### src/rtl/cc_enc.sv
// K=7 (171/133) tail-terminated convolutional encoder with puncturing.
// Define CC_PUNCTURE_EN for rates 2/3, 3/4, 5/6; otherwise fixed rate 1/2.
module cc_enc #(
    parameter int W = 8
) (
    input  logic         clk,
    input  logic         reset,
    input  logic [W-1:0] in_bits,
    input  logic         in_valid,
    input  logic         in_last,
    output logic         in_ready,
    input  logic [1:0]   rate_sel,
    output logic         out_bit,
    output logic         out_valid,
    output logic         out_last,
    input  logic         out_ready
);

    localparam int CW = (W > 1) ? $clog2(W) : 1;
    localparam logic [CW-1:0] CNT_MAX = CW'(W - 1);

    typedef enum logic [1:0] {
        IDLE,
        DATA,
        TAIL
    } state_t;

    state_t state;
    state_t state_nxt;

    logic [W-1:0]  hold_data;
    logic          hold_full;
    logic          hold_last;

    logic [W-1:0]  sh_data;
    logic [CW-1:0] sh_cnt;
    logic          sh_valid;
    logic          sh_last;

    logic [5:0]    enc_s;
    logic [2:0]    phase;
    logic [2:0]    phase_max;
    logic          sub;
    logic          last_pend;

    logic          u;
    logic          x_bit;
    logic          y_bit;
    logic          sel_y;
    logic          coded;
    logic          vld;
    logic          bit_final;
    logic          cnt_end;
    logic          fire_in;
    logic          fire_out;
    logic          bit_done;
    logic          byte_done;
    logic          direct;
    logic          to_hold;
    logic          move_hold;

    assign in_ready  = ~hold_full & ~last_pend;
    assign fire_in   = in_valid & in_ready;

    assign u     = sh_data[W-1];
    assign x_bit = u ^ enc_s[0] ^ enc_s[1] ^ enc_s[2] ^ enc_s[5];
    assign y_bit = u ^ enc_s[1] ^ enc_s[2] ^ enc_s[4] ^ enc_s[5];

    // Phase 0 sends X then Y; later phases send one bit: odd -> Y, even -> X.
    assign sel_y     = (phase == 3'd0) ? sub : phase[0];
    assign coded     = sel_y ? y_bit : x_bit;
    assign bit_final = (phase != 3'd0) | sub;
    assign cnt_end   = (sh_cnt == CNT_MAX);

    assign vld       = (state == TAIL) | ((state == DATA) & sh_valid);
    assign fire_out  = vld & out_ready;
    assign bit_done  = fire_out & bit_final;
    assign byte_done = bit_done & cnt_end;

    // A new byte bypasses the holding register when the shifter frees up.
    assign direct    = fire_in & ((state == IDLE) |
                       ((state == DATA) & (~sh_valid | byte_done)));
    assign to_hold   = fire_in & ~direct;
    assign move_hold = (state == DATA) & hold_full &
                       (~sh_valid | (byte_done & ~sh_last));

`ifdef CC_PUNCTURE_EN
    logic [1:0] rate_q;

    always_ff @(posedge clk or negedge reset) begin
        if (!reset) begin
            rate_q <= 2'd0;
        end else if ((state == IDLE) && fire_in) begin
            rate_q <= rate_sel;
        end
    end

    always_comb begin
        phase_max = 3'd0;
        unique case (rate_q)
            2'd0: phase_max = 3'd0;
            2'd1: phase_max = 3'd1;
            2'd2: phase_max = 3'd2;
            2'd3: phase_max = 3'd4;
            default: phase_max = 3'd0;
        endcase
    end
`else
    logic unused_rate;

    assign phase_max   = 3'd0;
    assign unused_rate = ^rate_sel;
`endif

    always_ff @(posedge clk or negedge reset) begin
        if (!reset) begin
            state <= IDLE;
        end else begin
            state <= state_nxt;
        end
    end

    always_comb begin
        state_nxt = state;
        out_valid = 1'b0;
        out_bit   = 1'b0;
        out_last  = 1'b0;
        unique case (state)
            IDLE: begin
                if (fire_in) begin
                    state_nxt = DATA;
                end
            end
            DATA: begin
                out_valid = sh_valid;
                out_bit   = sh_valid & coded;
                if (byte_done && sh_last) begin
                    state_nxt = TAIL;
                end
            end
            TAIL: begin
                out_valid = 1'b1;
                out_bit   = coded;
                out_last  = bit_final & cnt_end;
                if (byte_done) begin
                    state_nxt = IDLE;
                end
            end
            default: state_nxt = IDLE;
        endcase
    end

    always_ff @(posedge clk or negedge reset) begin
        if (!reset) begin
            hold_data <= '0;
            hold_full <= 1'b0;
            hold_last <= 1'b0;
        end else if (move_hold) begin
            hold_full <= 1'b0;
        end else if (to_hold) begin
            hold_data <= in_bits;
            hold_last <= in_last;
            hold_full <= 1'b1;
        end
    end

    always_ff @(posedge clk or negedge reset) begin
        if (!reset) begin
            sh_data   <= '0;
            sh_cnt    <= '0;
            sh_valid  <= 1'b0;
            sh_last   <= 1'b0;
            enc_s     <= '0;
            phase     <= 3'd0;
            sub       <= 1'b0;
            last_pend <= 1'b0;
        end else if (state == IDLE) begin
            if (fire_in) begin
                enc_s     <= '0;
                phase     <= 3'd0;
                sub       <= 1'b0;
                sh_data   <= in_bits;
                sh_cnt    <= '0;
                sh_valid  <= 1'b1;
                sh_last   <= in_last;
                last_pend <= in_last;
            end
        end else begin
            if (fire_out) begin
                sub <= (phase == 3'd0) & ~sub;
                if (bit_final) begin
                    enc_s   <= {enc_s[4:0], u};
                    phase   <= (phase == phase_max) ? 3'd0 : phase + 3'd1;
                    sh_data <= sh_data << 1;
                    sh_cnt  <= sh_cnt + CW'(1);
                end
            end
            if (byte_done) begin
                sh_cnt <= '0;
                if (state == TAIL) begin
                    enc_s     <= '0;
                    phase     <= 3'd0;
                    sub       <= 1'b0;
                    sh_valid  <= 1'b0;
                    sh_last   <= 1'b0;
                    last_pend <= 1'b0;
                end else if (sh_last) begin
                    sh_data <= '0;
                    sh_last <= 1'b0;
                end else if (hold_full) begin
                    sh_data <= hold_data;
                    sh_last <= hold_last;
                end else if (fire_in) begin
                    sh_data <= in_bits;
                    sh_last <= in_last;
                end else begin
                    sh_valid <= 1'b0;
                end
            end else if (!sh_valid) begin
                if (hold_full) begin
                    sh_data  <= hold_data;
                    sh_last  <= hold_last;
                    sh_valid <= 1'b1;
                end else if (fire_in) begin
                    sh_data  <= in_bits;
                    sh_last  <= in_last;
                    sh_valid <= 1'b1;
                end
            end
            if (fire_in && in_last) begin
                last_pend <= 1'b1;
            end
        end
    end

endmodule

### config.mk
export PLATFORM = sky130hd
export DESIGN_NAME = cc_enc
export DESIGN_NICKNAME = d
export VERILOG_FILES = /design/src/rtl/cc_enc.sv
export SDC_FILE = /design/constraint.sdc
export NUM_CORES = 1
export LEC_CHECK = 0
export CAP_MARGIN = 20
export CORE_AREA = 2 2 89 91
export DETAILED_ROUTE_END_ITERATION = 7
export DIE_AREA = 0 0 91 93
export PLACE_DENSITY_LB_ADDON = 0.05
export SYNTH_ARGS = -nofsm -noshare
export SYNTH_HDL_FRONTEND = slang
export SYNTH_SLANG_ARGS = --single-unit
### constraint.sdc
create_clock -name clk -period 2.3 [get_ports clk]
set_clock_uncertainty 0.15 [all_clocks]
set_input_delay 0.46 -clock clk [delete_from_list [all_inputs] [get_ports clk]]
set_output_delay 0.46 -clock clk [all_outputs]
set_load 0.02 [all_outputs]
==> results.tsv <==
metric	value	unit
CTS tree	built	
PortBufs	16	
Synth cell types	44	
# Max-Cap Violations	0	
register bit count reported by yosys	36	
Pwr Total	3.285	mW
failing checks	setup timing	
most common cell after layout, fill and taps aside	nand2_1	
largest net degree at the start of global routing	37	
GR Util All Layers	14.20	%
clock sinks	36	
Core Util, Final	39.73	%
number of diodes	0	
P per Cell Area	1098	nW/um2
commonest non-fill, non-tap cells in the layout	49 x nand2_1, 39 x buf_4, 36 x dfrtp_1	
Via Count	1831	
slack of the critical path	-0.2530	ns
drt pass-1 iters	4	
vias in the first global route	1798	
Tmin final	2.553	ns
Top FF cell, synth	dfrtp_1	
final wirelength	5.700	mm
RSZ-0062 raised after global routing	true	
later-pin clock latency in the skew report	0.30	ns
top cells by area, synth	dfrtp_1 42%, mux2i_1 8.8%, nand2_1 8.5%	
Slew headroom	66.43	%
Hold Crit Class	in -> async	
Tcrit/Tclk final	111.0	%
cell row count	32	
Final Hold Fails	0	
Clock Root Buffer	clkbuf_8	
VDD IR-drop max	0.3660	mV
Post-synth EDFFs	0	
hpwl dp	3.877	mm
slowest CP cell	dfrtp_1	
Syn Std Cell Area	2170	um2
worst hold slack	0.05591	ns
initial antenna violation count	0	
DRC errors left	0	
IO Count	19	
crit path DAT	1.94	ns
CP most frequent cell	mux2i_1	
per-cell routed wire length	14.81	um
die extent in y	93	um
Synth async-reset ratio	100.0	%
Setup crit start kind	flop	
Pleak	1.437	nW
core box area	7527	um2
syn avg cell area	9.686	um2
cell class contributing the biggest share of worst-path delay	multiplexers	
Worst EP required	1.69	ns
initial core utilization	28.82	%
vias per cell	4.756	
Setup Viol. Count Final	10	
post-cts hold buffer count	0	
fmax	391.7	MHz
Setup CP Type	reg -> out	
critical path cell sequence	inv_2, ha_4, or2b_1, mux2i_1, mux2i_1, xnor2_1, and2_1, buf_6	
Final Max Tran Viols	0	
Worst path max stage delay	0.39	ns
CP max FO	2	
Final Wtd Congestion	0.7525	
Seq/Total Area, Yosys	41.52	%
Reg clk slew, reported paths	0.08	ns
outcome	finished with violations	
yosys warns	0	
H-tree Lvls	2	
first-pass GRT wire length	9.377	mm
crit path capture type	primary output	
Post-Syn Instances	224	
ratio of cells with drive above 1 in the final layout	32.86	%
CP Buf/Inv Count	2	
post-synth top area cell	dfrtp_1	
TritonCTS buffer count	5	
Overflow after GRT	0	
number of routed nets with antenna violations	0	
Layout Area Growth over Synthesis	37.83	%
Max Root-Sink Buffers	2	
Slew @ Worst Pin	0.5036	ns
initial drt markers	70	
syn nets	247	
area share of the largest cell type after synthesis	41.52	%
die area	8463	um2
Die W	91	um
Final Net Count	305	
layout make-up:
class	count	area, um2
clock buffer	6	82.58
clock inverter	2	13.76
fill	813	4537
inverter	7	26.28
multi-input combinational	171	1305
sequential	36	900.9
tap	102	127.6
timing repair buffer	61	534.3
per-layer routing:
| metal | routed length, um | up-vias | share of wire, % | track usage, % |
|---|---|---|---|---|
| li1 | - | 921 | - | - |
| met1 | 2805 | 881 | 49 | 19.35 |
| met2 | 2687 | 23 | 47 | 22.84 |
| met3 | 136 | 6 | 2.4 | 2.659 |
| met4 | 71 | 0 | 1.2 | 4.545 |
| met5 | 0 | - | 0 | 0 |
worst paths after layout:
check / slack, ns / end / from / depth (start not counted)
setup / recovery: -0.25 / out_bit / phase[1]$_DFFE_PN0P_ / 8
hold / removal: 0.06 / enc_s[4]$_DFFE_PN0P_ / reset / 2
setup reg to reg: -0.09 / sh_data[6]$_DFFE_PN0P_ / phase[1]$_DFFE_PN0P_ / 9
hold reg to reg: 0.37 / hold_data[4]$_DFFE_PN0P_ / hold_data[4]$_DFFE_PN0P_ / 1
max in group asynchronous: 1.59 / sh_last$_DFFE_PN0P_ / reset / 2
min in group clk: 0.37 / hold_data[4]$_DFFE_PN0P_ / hold_data[4]$_DFFE_PN0P_ / 1
registers in the layout, indices dropped and copies added, names as in the netlist:
name,flops
hold_data,8
state,2
phase,3
sh_data,8
hold_full,1
sh_last,1
enc_s,6
last_pend,1
sub,1
hold_last,1
sh_valid,1
sh_cnt,3
what timing repair did:
| item | CTS | global route |
|---|---|---|
| resized for setup | 19 | 23 |
| hold endpoints to repair | 0 | 0 |
| pin swaps | 5 | 12 |
| setup buffers | 3 | 4 |
| endpoints found under the setup margin | 11 | 20 |
power by group:
group / total (mW) / internal, mW / switching, mW
Combinational: 1.76 / 0.937 / 0.826
Sequential: 1.02 / 0.841 / 0.178
Clock: 0.502 / 0.245 / 0.257
through the flow:
stage                     setup slack (ns)  std cells  setup TNS, ns  area (um2)
after floorplan                    0.04946        224              0        2170
after global placement             -0.4026        370         -3.015        2711
after detailed placement           -0.4499        370         -3.528        2711
after CTS                          -0.2803        381        -0.2803        2851
after global routing               -0.3554        385         -2.226        2990
final                              -0.2530        385        -0.9205        2990
cells by family after synthesis:
logic type | after synthesis | synth area share (%)
simple gates | 82 | 18.34
compound gates | 48 | 16.38
flops | 36 | 41.52
mux | 29 | 13.96
buf+inv | 17 | 3.575
fa+ha+maj | 8 | 4.614
xor+xnor | 4 | 1.615
cell usage after synthesis (2+ instances only):
library cell / number
or3b_4: 2
a32oi_1: 2
nand4_1: 2
o21ai_0: 11
and2_1: 3
mux2i_1: 19
dfrtp_1: 36
o221ai_1: 8
a21oi_1: 5
a211oi_1: 2
mux2_2: 10
o21ai_2: 2
xnor2_1: 3
nor2b_1: 2
nand3_1: 2
nor2_1: 13
nand2_1: 49
a22oi_1: 8
inv_1: 7
ha_1: 8
clkbuf_1: 5
nor3_1: 2
nor3b_2: 2
(Power assumes the default switching activity.)
